### src/rtl/rob_commit_if.sv
// Dispatch, completion, flush, commit and window-status signals of the
// reorder buffer, bundled so the commit stage and its neighbours share one bus.
interface rob_commit_if #(
  parameter int ROB_W  = 3,
  parameter int REG_W  = 4,
  parameter int DATA_W = 8
);
  logic              alloc_valid;
  logic              alloc_dst_valid;
  logic [REG_W-1:0]  alloc_dst_addr;
  logic              alloc_ready;
  logic [ROB_W-1:0]  alloc_rob_addr;
  logic              cmpl_valid;
  logic [ROB_W-1:0]  cmpl_rob_addr;
  logic [DATA_W-1:0] cmpl_data;
  logic              flush_valid;
  logic [ROB_W-1:0]  flush_rob_addr;
  logic              commit_valid;
  logic [ROB_W-1:0]  commit_rob_addr;
  logic              commit_dst_valid;
  logic [REG_W-1:0]  commit_dst_addr;
  logic [DATA_W-1:0] commit_data;
  logic [ROB_W-1:0]  head_addr;
  logic [ROB_W:0]    count;
  logic              full;
  logic              empty;

  // Dispatch/execute/branch side: drives requests, observes the ROB.
  modport master (
    output alloc_valid, alloc_dst_valid, alloc_dst_addr,
    output cmpl_valid, cmpl_rob_addr, cmpl_data,
    output flush_valid, flush_rob_addr,
    input  alloc_ready, alloc_rob_addr,
    input  commit_valid, commit_rob_addr, commit_dst_valid, commit_dst_addr, commit_data,
    input  head_addr, count, full, empty
  );

  // ROB side.
  modport slave (
    input  alloc_valid, alloc_dst_valid, alloc_dst_addr,
    input  cmpl_valid, cmpl_rob_addr, cmpl_data,
    input  flush_valid, flush_rob_addr,
    output alloc_ready, alloc_rob_addr,
    output commit_valid, commit_rob_addr, commit_dst_valid, commit_dst_addr, commit_data,
    output head_addr, count, full, empty
  );
endinterface

### src/rtl/rob_commit.sv
// In-order reorder buffer with single-retire commit stage. Pointers carry a
// wrap bit so a full window (tail-head == DEPTH) is distinct from empty.
module rob_commit #(
  parameter int DEPTH  = 8,
  parameter int ROB_W  = 3,
  parameter int REG_W  = 4,
  parameter int DATA_W = 8
) (
  input logic         clk,
  input logic         rst,
  rob_commit_if.slave bus
);
  localparam logic [ROB_W:0] DEPTH_C = (ROB_W+1)'(DEPTH);

  logic [ROB_W:0]    head, tail, cnt, flush_tail;
  logic [ROB_W-1:0]  head_idx, tail_idx, cmpl_off, flush_off;
  logic [DEPTH-1:0]  busy, done, dst_valid, squash;
  logic [REG_W-1:0]  dst_addr [DEPTH];
  logic [DATA_W-1:0] data [DEPTH];
  logic              is_full, is_empty, cmpl_live, flush_act, cmpl_act;
  logic              alloc_fire, commit_fire;

  // Window bookkeeping: occupancy, liveness of cmpl/flush targets, squash set.
  always_comb begin
    head_idx   = head[ROB_W-1:0];
    tail_idx   = tail[ROB_W-1:0];
    cnt        = tail - head;
    is_full    = (cnt == DEPTH_C);
    is_empty   = (cnt == '0);
    cmpl_off   = bus.cmpl_rob_addr - head_idx;
    flush_off  = bus.flush_rob_addr - head_idx;
    cmpl_live  = ({1'b0, cmpl_off} < cnt);
    flush_act  = bus.flush_valid & ({1'b0, flush_off} < cnt);
    flush_tail = head + (ROB_W+1)'(flush_off) + (ROB_W+1)'(1);
    squash     = '0;
    for (int i = 0; i < DEPTH; i++) begin
      squash[i] = flush_act
                  && ((ROB_W'(i) - head_idx) > flush_off)
                  && ({1'b0, ROB_W'(i) - head_idx} < cnt);
    end
    // A completion aimed at an entry squashed this same cycle is dropped.
    cmpl_act    = bus.cmpl_valid & cmpl_live & ~squash[bus.cmpl_rob_addr];
    // Flush takes priority over dispatch; full comes from registered pointers,
    // so a same-cycle retire does not open a slot until the next cycle.
    alloc_fire  = bus.alloc_valid & ~is_full & ~bus.flush_valid;
    commit_fire = ~rst & ~is_empty & busy[head_idx] & done[head_idx];
  end

  // Pointers and per-entry status; the head is always kept by a flush, so its
  // retire proceeds in parallel.
  always_ff @(posedge clk) begin
    if (rst) begin
      head <= '0;
      tail <= '0;
      busy <= '0;
      done <= '0;
    end else begin
      if (alloc_fire) begin
        busy[tail_idx] <= 1'b1;
        done[tail_idx] <= 1'b0;
      end
      if (cmpl_act) done[bus.cmpl_rob_addr] <= 1'b1;
      if (commit_fire) begin
        busy[head_idx] <= 1'b0;
        done[head_idx] <= 1'b0;
      end
      for (int i = 0; i < DEPTH; i++) begin
        if (squash[i]) begin
          busy[i] <= 1'b0;
          done[i] <= 1'b0;
        end
      end
      head <= head + (ROB_W+1)'(commit_fire);
      tail <= flush_act ? flush_tail : tail + (ROB_W+1)'(alloc_fire);
    end
  end

  // Entry payload; only meaningful while busy, so it needs no reset.
  always_ff @(posedge clk) begin
    if (alloc_fire) begin
      dst_valid[tail_idx] <= bus.alloc_dst_valid;
      dst_addr[tail_idx]  <= bus.alloc_dst_addr;
    end
    if (cmpl_act) data[bus.cmpl_rob_addr] <= bus.cmpl_data;
  end

  assign bus.alloc_ready      = ~is_full & ~bus.flush_valid;
  assign bus.alloc_rob_addr   = tail_idx;
  assign bus.commit_valid     = commit_fire;
  assign bus.commit_rob_addr  = head_idx;
  assign bus.commit_dst_valid = dst_valid[head_idx];
  assign bus.commit_dst_addr  = dst_addr[head_idx];
  assign bus.commit_data      = data[head_idx];
  assign bus.head_addr        = head_idx;
  assign bus.count            = cnt;
  assign bus.full             = is_full;
  assign bus.empty            = is_empty;
endmodule

### src/flat_wrapper.sv
// flat-port wrapper written by rule: the top's interface ports become plain ports
module rob_commit_flat 
#(
  parameter int DEPTH  = 8,
  parameter int ROB_W  = 3,
  parameter int REG_W  = 4,
  parameter int DATA_W = 8
)
  (clk, rst, bus_alloc_valid, bus_alloc_dst_valid, bus_alloc_dst_addr, bus_cmpl_valid, bus_cmpl_rob_addr, bus_cmpl_data, bus_flush_valid, bus_flush_rob_addr, bus_alloc_ready, bus_alloc_rob_addr, bus_commit_valid, bus_commit_rob_addr, bus_commit_dst_valid, bus_commit_dst_addr, bus_commit_data, bus_head_addr, bus_count, bus_full, bus_empty);
  rob_commit_if #(.ROB_W(ROB_W), .REG_W(REG_W), .DATA_W(DATA_W)) bus_i ();
  input logic clk;
  input logic rst;
  input wire logic [$bits(bus_i.alloc_valid)-1:0] bus_alloc_valid;
  input wire logic [$bits(bus_i.alloc_dst_valid)-1:0] bus_alloc_dst_valid;
  input wire logic [$bits(bus_i.alloc_dst_addr)-1:0] bus_alloc_dst_addr;
  input wire logic [$bits(bus_i.cmpl_valid)-1:0] bus_cmpl_valid;
  input wire logic [$bits(bus_i.cmpl_rob_addr)-1:0] bus_cmpl_rob_addr;
  input wire logic [$bits(bus_i.cmpl_data)-1:0] bus_cmpl_data;
  input wire logic [$bits(bus_i.flush_valid)-1:0] bus_flush_valid;
  input wire logic [$bits(bus_i.flush_rob_addr)-1:0] bus_flush_rob_addr;
  output wire logic [$bits(bus_i.alloc_ready)-1:0] bus_alloc_ready;
  output wire logic [$bits(bus_i.alloc_rob_addr)-1:0] bus_alloc_rob_addr;
  output wire logic [$bits(bus_i.commit_valid)-1:0] bus_commit_valid;
  output wire logic [$bits(bus_i.commit_rob_addr)-1:0] bus_commit_rob_addr;
  output wire logic [$bits(bus_i.commit_dst_valid)-1:0] bus_commit_dst_valid;
  output wire logic [$bits(bus_i.commit_dst_addr)-1:0] bus_commit_dst_addr;
  output wire logic [$bits(bus_i.commit_data)-1:0] bus_commit_data;
  output wire logic [$bits(bus_i.head_addr)-1:0] bus_head_addr;
  output wire logic [$bits(bus_i.count)-1:0] bus_count;
  output wire logic [$bits(bus_i.full)-1:0] bus_full;
  output wire logic [$bits(bus_i.empty)-1:0] bus_empty;
  assign bus_i.alloc_valid = bus_alloc_valid;
  assign bus_i.alloc_dst_valid = bus_alloc_dst_valid;
  assign bus_i.alloc_dst_addr = bus_alloc_dst_addr;
  assign bus_i.cmpl_valid = bus_cmpl_valid;
  assign bus_i.cmpl_rob_addr = bus_cmpl_rob_addr;
  assign bus_i.cmpl_data = bus_cmpl_data;
  assign bus_i.flush_valid = bus_flush_valid;
  assign bus_i.flush_rob_addr = bus_flush_rob_addr;
  assign bus_alloc_ready = bus_i.alloc_ready;
  assign bus_alloc_rob_addr = bus_i.alloc_rob_addr;
  assign bus_commit_valid = bus_i.commit_valid;
  assign bus_commit_rob_addr = bus_i.commit_rob_addr;
  assign bus_commit_dst_valid = bus_i.commit_dst_valid;
  assign bus_commit_dst_addr = bus_i.commit_dst_addr;
  assign bus_commit_data = bus_i.commit_data;
  assign bus_head_addr = bus_i.head_addr;
  assign bus_count = bus_i.count;
  assign bus_full = bus_i.full;
  assign bus_empty = bus_i.empty;
  rob_commit #(.DEPTH(DEPTH), .ROB_W(ROB_W), .REG_W(REG_W), .DATA_W(DATA_W)) u_core (.clk(clk), .rst(rst), .bus(bus_i));
endmodule
### config.mk
export PLATFORM = sky130hd
export DESIGN_NAME = rob_commit_flat
export DESIGN_NICKNAME = d
export VERILOG_FILES = /design/src/rtl/rob_commit_if.sv /design/src/rtl/rob_commit.sv /design/src/flat_wrapper.sv
export SDC_FILE = /design/constraint.sdc
export NUM_CORES = 1
export LEC_CHECK = 0
export BUFFER_PORTS_ARGS = -buffer_cell sky130_fd_sc_hd__buf_2
export CAP_MARGIN = 30
export CORE_AREA = 2 2 127 129
export CTS_BUF_LIST = sky130_fd_sc_hd__clkbuf_4 sky130_fd_sc_hd__clkbuf_8 sky130_fd_sc_hd__clkbuf_16
export DETAILED_ROUTE_END_ITERATION = 12
export DIE_AREA = 0 0 129 131
export PLACE_DENSITY = 0.69
export SYNTH_ARGS = -nofsm -noshare
export SYNTH_HDL_FRONTEND = slang
export SYNTH_SLANG_ARGS = --single-unit
### constraint.sdc
create_clock -name clk -period 9.9 [get_ports clk]
set_input_delay 1.98 -clock clk [delete_from_list [all_inputs] [get_ports clk]]
set_output_delay 1.98 -clock clk [all_outputs]
set_load 0.005 [all_outputs]
==> results of run 1 <==
==> layout make-up <==
class | instances | area share (%)
Sequential cell | 128 | 48.4
Timing Repair Buffer | 57 | 3.96
Multi-Input combinational cell | 310 | 35.5
Clock buffer | 17 | 5.71
Clock inverter | 14 | 1.26
Inverter | 31 | 1.56
Tap cell | 216 | 3.63
==> cell usage in the layout, fill, tap and decap left out, types with 4 or more instances in the layout <==
| cell | instances |
|---|---|
| sky130_fd_sc_hd__xor2_1 | 7 |
| sky130_fd_sc_hd__nor2_1 | 23 |
| sky130_fd_sc_hd__o21ai_0 | 10 |
| sky130_fd_sc_hd__clkbuf_16 | 17 |
| sky130_fd_sc_hd__ha_1 | 35 |
| sky130_fd_sc_hd__xnor2_1 | 7 |
| sky130_fd_sc_hd__nand3_1 | 6 |
| sky130_fd_sc_hd__nor2b_1 | 8 |
| sky130_fd_sc_hd__nor3_1 | 14 |
| sky130_fd_sc_hd__nand2b_1 | 7 |
| sky130_fd_sc_hd__a41o_1 | 4 |
| sky130_fd_sc_hd__fa_1 | 5 |
| sky130_fd_sc_hd__dfxtp_1 | 22 |
| sky130_fd_sc_hd__o211ai_1 | 6 |
| sky130_fd_sc_hd__a21oi_1 | 23 |
| sky130_fd_sc_hd__edfxtp_1 | 104 |
| sky130_fd_sc_hd__a211oi_1 | 8 |
| sky130_fd_sc_hd__clkinv_2 | 4 |
| sky130_fd_sc_hd__buf_2 | 53 |
| sky130_fd_sc_hd__maj3_1 | 5 |
| sky130_fd_sc_hd__nor4_1 | 8 |
| sky130_fd_sc_hd__inv_1 | 29 |
| sky130_fd_sc_hd__nand2_1 | 57 |
| sky130_fd_sc_hd__a2111oi_2 | 4 |
| sky130_fd_sc_hd__buf_4 | 4 |
| sky130_fd_sc_hd__mux4_2 | 28 |
==> report_power, final <==
| group | switching [mW] | internal [mW] |
|---|---|---|
| Sequential | 0.0339 | 0.628 |
| Combinational | 0.295 | 0.166 |
| Clock | 0.227 | 0.316 |
==> stage by stage <==
stage / instance area (um2) / instances / utilization [%] / hold slack, ns / worst slack (ns)
3_3_place_gp: 6930 / 742 / 44.4 / 0.497 / 4.40
5_1_grt: 7450 / 773 / 47.8 / 0.535 / 3.55
2_1_floorplan: 6510 / 495 / - / 0.447 / 5.18
4_1_cts: 7450 / 773 / 47.8 / 0.514 / 3.84
6_report: 7450 / 773 / 47.8 / 0.517 / 3.83
3_5_place_dp: 6930 / 742 / 44.4 / 0.499 / 4.27
==> cells by family (layout without fill, tap and decap cells) <==
| group | Yosys count | in the layout | synth area share (%) |
|---|---|---|---|
| AND/OR/NAND/NOR | 135 | 135 | 9.70 |
| flip-flops | 128 | 128 | 55.3 |
| AO/OA/AOI/OAI | 86 | 86 | 9.76 |
| buffers and inverters | 57 | 119 | 4.05 |
| adder cells (fa/ha/maj) | 45 | 45 | 9.03 |
| multiplexers | 29 | 29 | 9.84 |
| XOR/XNOR | 15 | 15 | 2.27 |
==> registers in the layout (all words and copies together), names as in the netlist <==
register and flops:
u_core.data 64, u_core.dst_addr 32, u_core.busy 8, u_core.done 8, u_core.dst_valid 8, u_core.head 4
u_core.tail 4
==> worst min path at each step <==
stage | start | endpoint | slack (ns) | cells after the start
floorplan | u_core.done[6] | u_core.done[6] | 0.45 | 2
global placement | u_core.done[7] | u_core.done[7] | 0.50 | 2
detailed placement | u_core.done[4] | u_core.done[4] | 0.50 | 2
CTS | u_core.done[6] | u_core.done[6] | 0.51 | 2
global route | u_core.done[2] | u_core.done[2] | 0.53 | 2
finish | u_core.done[6] | u_core.done[6] | 0.52 | 2
==> synthesized netlist by cell type, drive strengths merged, types with 3 or more instances <==
master,number
and3,3
a211oi,8
nor2b,8
nand3,6
fa,5
a41o,4
a2111oi,4
nand2b,7
mux4,28
nor3,15
o211ai,6
xnor2,7
buf,17
or3,3
nor2,23
and2,3
inv,30
clkbuf,9
o21ai,10
nand2,57
nor4,8
a22oi,4
edfxtp,104
maj3,5
a31o,3
o41ai,3
dfxtp,24
o31ai,3
a21oi,23
xor2,7
ha,35
==> layer usage <==
layer | vias up | global-route usage (%) | wire length (um)
met3 | 24 | 4.23 | 671
li1 | 1975 | - | -
met4 | 0 | 7.67 | 287
met2 | 152 | 32.7 | 7620
met1 | 2127 | 23.8 | 6610
met5 | - | 0 | 0
==> critical path, delay by kind of cell (launching register included) <==
family | cells | cell delay, ns
fa+ha+maj | 1 | 0.63
simple gates | 2 | 0.40
xor+xnor | 1 | 0.76
buf+inv | 5 | 1.57
flops | 1 | 0.30
==> load_flow_metrics.sql, run 1 <==
INSERT INTO impl_metrics (metric_group, metric, value, unit) VALUES
('yosys', 'synth_async_sr_flop_share', '0', '%'),
('cts', 'path_clk_slew', '0.06', 'ns'),
('critical_path', 'timing.critical_path.fanout_max', '27', ''),
('yosys', 'synth_fp_nets', '559', ''),
('floorplan', 'dieArea', '0.0169', 'mm2'),
('drt', 'drt-wirelength-per-cell', '19.7', 'um'),
('floorplan', 'placementRows', '46', ''),
('critical_path', 'regToRegStartpoint', 'u_core.head[2]', ''),
('sta', 'timing.fmax', '165', 'MHz'),
('drt', 'drt_pass1_iterations', '4', ''),
('cts', 'cts_hold_repair.buffers', '0', ''),
('place', 'port_buffers', '53', ''),
('sta', 'final_period_minus_worst_setup_slack', '6.07', 'ns'),
('drt', 'route.antenna.remaining_nets', '0', ''),
('place', 'weighted_congestion_reported_at_the_end_of_routability_driven_placement', '0.945', ''),
('critical_path', 'worstSetupStartpoint', 'u_core.head[2]', ''),
('global_route', 'first_global_vias', '4371', ''),
('pwr', 'p_total', '1.67', 'mW'),
('global_route', 'largest_net_degree_at_the_start_of_global_routing', '37', ''),
('yosys', 'netlist_top_cells_area', 'sky130_fd_sc_hd__edfxtp_1 (48%), sky130_fd_sc_hd__mux4_2 (9.7%), sky130_fd_sc_hd__dfxtp_1 (7.4%)', ''),
('cts', 'ctsResizeCount', '0', ''),
('layout', 'layout-drive-gt1-share', '23.3', '%'),
('yosys', 'post_synth_inst_count', '495', ''),
('drt', 'remaining_drc_errors', '0', ''),
('critical_path', 'setup.reg_to_reg.worst_slack', '5.21', 'ns'),
('yosys', 'post_synth_instance_area', '0.00651', 'mm2'),
('outcome', 'run_status', 'finished clean', ''),
('global_route', 'grt_antenna_before_repair', '0', ''),
('sta', 'final.setup_skew', '0.00684', 'ns'),
('floorplan', 'core_region_area', '0.0156', 'mm2'),
('pwr', 'peakVddDrop', '0.000131', 'V'),
('sta', 'timing.final.hold_violations', '0', ''),
('yosys', 'total_of_flip_flops_plus_latches_after_synthesis', '128', ''),
('drt', 'wirelength', '15200', 'um'),
('layout', 'ant_diodes', '0', ''),
('critical_path', 'timing.critical_path.required', '7.92', 'ns'),
('floorplan', 'die_height', '131', 'um'),
('global_route', 'global_route.usage.total', '19.1', '%'),
('sta', 'timing.max_slew.rel_slack', '34.3', '%'),
('critical_path', 'worst_r2r_end', 'u_core.data[3][0]', ''),
('layout', 'count_of_nets_after_finishing', '609', ''),
('drt', 'drt_first_iter_violations', '265', ''),
('sta', 'setup_viol', '0', ''),
('flow_run', 'cap_violations', '0', ''),
('layout', 'layout-area-overhead-vs-synth', '14.4', '%'),
('floorplan', 'initial_utilization', '41.7', '%'),
('yosys', 'yosys_warnings', '0', ''),
('yosys', 'avgSynthCellArea', '13.2', 'um2'),
('cts', 'max-clock-path-buffers', '2', ''),
('sta', 'worst_slew_pin_slew', '0.982', 'ns'),
('yosys', 'synth-edff-count', '104', ''),
('layout', 'layout.area.seq', '0.00361', 'mm2'),
('cts', 'cts_htree_levels', '4', ''),
('critical_path', 'crit_chain', 'buf_4 -> clkinv_1 -> ha_1 -> xnor2_1 -> inv_1 -> nor3_2 -> nand3_1 -> inv_2 -> buf_2', ''),
('drt', 'route.detailed.vias_per_inst', '5.53', ''),
('layout', 'fillerInstances', '1361', ''),
('critical_path', 'critical_path.endpoint', 'bus_full', ''),
('cts', 'setup_repair_bufs_after_cts', '0', ''),
('cts', 'cts.sink_count', '128', ''),
('sta', 'fin_crit_sh', '61.3', '%'),
('worst_hold_path', 'hold_class', 'reg2reg', ''),
('place', 'dp.final_hpwl', '10700', 'um'),
('critical_path', 'worst_r2r_path_depth', '8', ''),
('floorplan', 'ioPinCount', '54', ''),
('yosys', 'yosysTopAreaCellShare', '48.0', '%'),
('critical_path', 'cpMaxStageDelayCell', 'sky130_fd_sc_hd__xnor2_1', ''),
('sta', 'timing.final.max_slew_violations', '0', ''),
('layout', 'multi_input_logic_area', '0.00264', 'mm2'),
('cts', 'root_buffer', 'sky130_fd_sc_hd__clkbuf_16', ''),
('floorplan', 'chipWidth', '129', 'um'),
('global_route', 'first_pass_grt_wire_length', '23800', 'um');
Power figures use the tool's default switching activity.
==> inputs of run 2 (changes only) <==
--- a/config.mk
+++ b/config.mk
@@ -5,13 +5,14 @@
 export SDC_FILE = /design/constraint.sdc
 export NUM_CORES = 1
 export LEC_CHECK = 0
+export ABC_AREA = 1
 export BUFFER_PORTS_ARGS = -buffer_cell sky130_fd_sc_hd__buf_2
 export CAP_MARGIN = 30
-export CORE_AREA = 2 2 127 129
+export CORE_AREA = 2 2 128 130
 export CTS_BUF_LIST = sky130_fd_sc_hd__clkbuf_4 sky130_fd_sc_hd__clkbuf_8 sky130_fd_sc_hd__clkbuf_16
 export DETAILED_ROUTE_END_ITERATION = 12
-export DIE_AREA = 0 0 129 131
-export PLACE_DENSITY = 0.69
+export DIE_AREA = 0 0 130 132
+export PLACE_DENSITY = 0.7
 export SYNTH_ARGS = -nofsm -noshare
 export SYNTH_HDL_FRONTEND = slang
 export SYNTH_SLANG_ARGS = --single-unit
==> constraint.sdc (replaced) <==
create_clock -name clk -period 6 [get_ports clk]
set_input_delay 1.2 -clock clk [delete_from_list [all_inputs] [get_ports clk]]
set_output_delay 1.2 -clock clk [all_outputs]
set_load 0.005 [all_outputs]
==> run 2 against run 1 <==
Effect of this change:
- hold slack worse by 0.049 ns
- worst setup slack worse by 2.3 ns
- first-iteration DRC count is 64% higher
- largest cell class unchanged
- highest routed layer unchanged
==> load_flow_metrics.sql, run 2 <==
INSERT INTO impl_metrics (metric_group, metric, value, unit) VALUES
('yosys', 'yosys_warnings', '0', ''),
('layout', 'largest_register_ff_count', '64', ''),
('yosys', 'netlist_top_cells_area', 'sky130_fd_sc_hd__edfxtp_1 (47%), sky130_fd_sc_hd__nor2_1 (7.5%), sky130_fd_sc_hd__dfxtp_1 (7.2%)', ''),
('cts', 'cts.sink_count', '128', ''),
('global_route', 'global_route.usage.met3', '3.17', '%'),
('drt', 'drt_first_iter_violations', '434', ''),
('critical_path', 'worst_setup_path_start_kind', 'flop', ''),
('yosys', 'netlist-cell-type-count', '39', ''),
('critical_path', 'critPathArrivalTime', '3.24', 'ns'),
('pwr', 'sw_frac_of_total', '32.0', '%'),
('cts', 'cts_hold_repair.buffers', '0', ''),
('place', 'preCtsSetupSlack', '1.58', 'ns'),
('sta', 'timing.fmax', '225', 'MHz'),
('global_route', 'largest_net_degree_at_the_start_of_global_routing', '62', ''),
('layout', 'layout-area-overhead-vs-synth', '14.3', '%'),
('floorplan', 'chipWidth', '130', 'um'),
('sta', 'final.setup_skew', '0.00786', 'ns'),
('worst_hold_path', 'holdPathStages', '2', ''),
('global_route', 'globalRoute.totalOverflow', '0', ''),
('place', 'port_buffers', '53', ''),
('yosys', 'yosys-top-cells-count', 'sky130_fd_sc_hd__nor2_1 (133), sky130_fd_sc_hd__edfxtp_1 (104), sky130_fd_sc_hd__nand2_1 (91)', ''),
('critical_path', 'max_stage_delay', '0.80', 'ns'),
('pwr', 'logic_gate_share_of_total_power', '25.1', '%'),
('pwr', 'power.net_switching', '0.885', 'mW'),
('pwr', 'peakVddDrop', '0.000227', 'V'),
('layout', 'multi_input_logic_area', '0.00264', 'mm2'),
('yosys', 'postSynth.topFlopCell', 'sky130_fd_sc_hd__edfxtp_1', ''),
('layout', 'layout-drive-gt1-share', '15.2', '%'),
('place', 'dpl.cell_count', '952', ''),
('yosys', 'post-synth-top-area-cell', 'sky130_fd_sc_hd__edfxtp_1', ''),
('yosys', 'yosys.cell_count.top_type', 'sky130_fd_sc_hd__nor2_1', ''),
('sta', 'hold_ws', '0.467', 'ns'),
('layout', 'ant_diodes', '0', ''),
('critical_path', 'endpoint_kind', 'primary output', ''),
('place', 'weighted_congestion_reported_at_the_end_of_routability_driven_placement', '0.903', ''),
('sta', 'setup_viol', '0', ''),
('sta', 'timing.final.hold_violations', '0', ''),
('floorplan', 'initial_utilization', '42.6', '%'),
('yosys', 'post_synth_instance_area', '0.00670', 'mm2'),
('place', 'dp.final_hpwl', '10800', 'um'),
('floorplan', 'ioPinCount', '54', ''),
('critical_path', 'worst_r2r_path_depth', '15', ''),
('critical_path', 'crit_chain', 'inv_4 -> ha_1 -> a21oi_2 -> nand3_1 -> nand2_4 -> nor2_1 -> a211o_1 -> inv_2 -> buf_2', ''),
('drt', 'route.detailed.vias_per_inst', '5.14', ''),
('critical_path', 'path_buf_inv', '3', ''),
('yosys', 'synth-xor-area-share', '0.916', '%'),
('layout', 'layout_commonest_cell', 'sky130_fd_sc_hd__nor2_1', ''),
('drt', 'via_count_of_the_routed_design', '5055', ''),
('drt', 'drt-wirelength-per-cell', '16.4', 'um'),
('layout', 'fillerInstances', '1438', ''),
('yosys', 'synth_async_sr_flop_share', '0', '%'),
('pwr', 'cellInternalPower', '1.88', 'mW'),
('layout', 'largestRegisters', 'u_core.data: 64 flops, u_core.dst_addr: 32 flops', ''),
('global_route', 'grt-busiest-layer', 'met2', ''),
('pwr', 'p_leak', '3.17', 'nW'),
('floorplan', 'core_region_area', '0.0157', 'mm2'),
('drt', 'remaining_drc_errors', '0', ''),
('global_route', 'met2_usage', '31.2', '%'),
('global_route', 'first_global_vias', '4786', ''),
('layout', 'largest_register', 'u_core.data', ''),
('yosys', 'synth_fp_nets', '779', ''),
('drt', 'route.antenna.remaining_nets', '0', ''),
('drt', 'drt_pass1_iterations', '7', ''),
('worst_hold_path', 'hold_class', 'reg2reg', ''),
('critical_path', 'critPathKind', 'reg2out', ''),
('cts', 'cts_bufs_inserted', '17', ''),
('cts', 'cts_htree_levels', '4', ''),
('yosys', 'fraction_of_the_mapped_netlist_area_in_adder_cells', '8.03', '%'),
('critical_path', 'worst_path_dominant_cell_family', 'flip-flops', ''),
('global_route', 'first_pass_grt_wire_length', '25600', 'um'),
('global_route', 'global_route.usage.total', '19.3', '%'),
('cts', 'path_clk_slew', '0.06', 'ns'),
('floorplan', 'dieArea', '0.0172', 'mm2'),
('sta', 'fin_crit_sh', '74.0', '%'),
('place', 'placedInstanceArea', '0.00707', 'mm2'),
('critical_path', 'timing.critical_path.fanout_max', '33', ''),
('yosys', 'avgSynthCellArea', '9.37', 'um2'),
('layout', 'count_of_nets_after_finishing', '820', ''),
('global_route', 'grt_antenna_before_repair', '0', ''),
('outcome', 'run_status', 'finished clean', ''),
('yosys', 'synth.yosys.seq_area_share', '53.8', '%'),
('cts', 'max-clock-path-buffers', '2', ''),
('sta', 'final_critical_path_setup_slack', '1.56', 'ns'),
('pwr', 'power_density', '361', 'mW/mm2'),
('yosys', 'synth-edff-count', '104', ''),
('sta', 'timing.max_slew.rel_slack', '44.7', '%'),
('sta', 'worst_slew_pin_slew', '0.829', 'ns'),
('layout', 'final_area', '0.00765', 'mm2'),
('cts', 'insertion_delay', '0.41', 'ns'),
('sta', 'grt_setup_unrepaired', 'no', ''),
('cts', 'ctsResizeCount', '0', ''),
('cts', 'root_buffer', 'sky130_fd_sc_hd__clkbuf_16', ''),
('floorplan', 'placementRows', '46', ''),
('yosys', 'total_of_flip_flops_plus_latches_after_synthesis', '128', ''),
('flow_run', 'cap_violations', '0', ''),
('sta', 'timing.final.max_slew_violations', '0', ''),
('layout', 'layoutNonFillerInstCount', '984', ''),
('yosys', 'synth_top_family_by_area', 'simple AND/OR/NAND/NOR gates', ''),
('pwr', 'power.sequential.fraction', '39.0', '%'),
('sta', 'setup_tns', '0', 'ns'),
('critical_path', 'cp_num_cells', '9', ''),
('cts', 'cts_tree', 'done', ''),
('layout', 'layout.cells.most_common_list', 'sky130_fd_sc_hd__nor2_1 (133), sky130_fd_sc_hd__edfxtp_1 (104), sky130_fd_sc_hd__nand2_1 (91), sky130_fd_sc_hd__o21ai_0 (65), sky130_fd_sc_hd__inv_1 (63)', ''),
('yosys', 'yosysTopAreaCellShare', '46.6', '%'),
('yosys', 'yosys.area_share.simple', '19.9', '%'),
('critical_path', 'cpMaxStageDelayCell', 'sky130_fd_sc_hd__dfxtp_1', ''),
('pwr', 'p_total', '2.76', 'mW'),
('yosys', 'post_synth_inst_count', '715', ''),
('drt', 'wirelength', '16100', 'um'),
('floorplan', 'die_height', '132', 'um'),
('cts', 'setup_repair_bufs_after_cts', '0', ''),
('global_route', 'use_met1', '26.7', '%'),
('layout', 'layout.area.seq', '0.00361', 'mm2'),
('critical_path', 'timing.critical_path.required', '4.80', 'ns'),
('layout', 'final_util', '48.7', '%'),
('sta', 'final_period_minus_worst_setup_slack', '4.44', 'ns'),
('yosys', 'synth_compound_area_share', '10.6', '%'),
('yosys', 'yosys-mux-area-fraction', '0', '%'),
('pwr', 'pwr-share-clk', '35.8', '%');
run 2: cell types whose count changed after synthesis, sizes merged, moves of 12 or more:
cell	change
o22ai	+12
inv	+41
nor2	+114
nand3	+40
nand2	+44
o21ai	+56
mux4	-28
run 2: tightest hold or removal path, cell delays in order (launching register included):
cell,delay (ns)
sky130_fd_sc_hd__dfxtp_1,0.31
sky130_fd_sc_hd__nand2_1,0.06
sky130_fd_sc_hd__a21oi_1,0.05
run 2: worst paths after layout:
path,start,end,slack [ns]
setup / recovery,u_core.head[2],bus_commit_valid,1.56
hold reg to reg,u_core.done[6],u_core.done[6],0.47
hold / removal,u_core.done[6],u_core.done[6],0.47
setup reg to reg,u_core.head[0],u_core.data[1][4],1.82
run 2: cell families after synthesis:
family / count (synthesis)
fa+ha+maj: 40
flops: 128
buf+inv: 105
simple gates: 307
xor+xnor: 7
compound gates: 128
run 2: power by group through the flow:
stage | clock network [mW] | logic [mW] | registers [mW]
2_1_floorplan | 0 | 0.498 | 1.08
3_3_place_gp | 0 | 0.679 | 1.10
3_5_place_dp | 0 | 0.685 | 1.10
4_1_cts | 0.998 | 0.690 | 1.08
5_1_grt | 1.04 | 0.779 | 1.09
6_report | 0.991 | 0.694 | 1.08
run 2: per-layer routing:
metal | routed length (um) | part of all wire, %
met5 | 0 | 0
met4 | 258 | 1.6
met3 | 941 | 5.8
met2 | 7660 | 47
met1 | 7270 | 45
run 2: final cells by class:
class                      instances  area share [%]
sequential                       128            47.1
clock buffer                      17            5.56
multi-input combinational        482            34.5
inverter                          71            3.51
timing repair buffer              56            3.92
tap                              216            3.53
clock inverter                    14            1.86
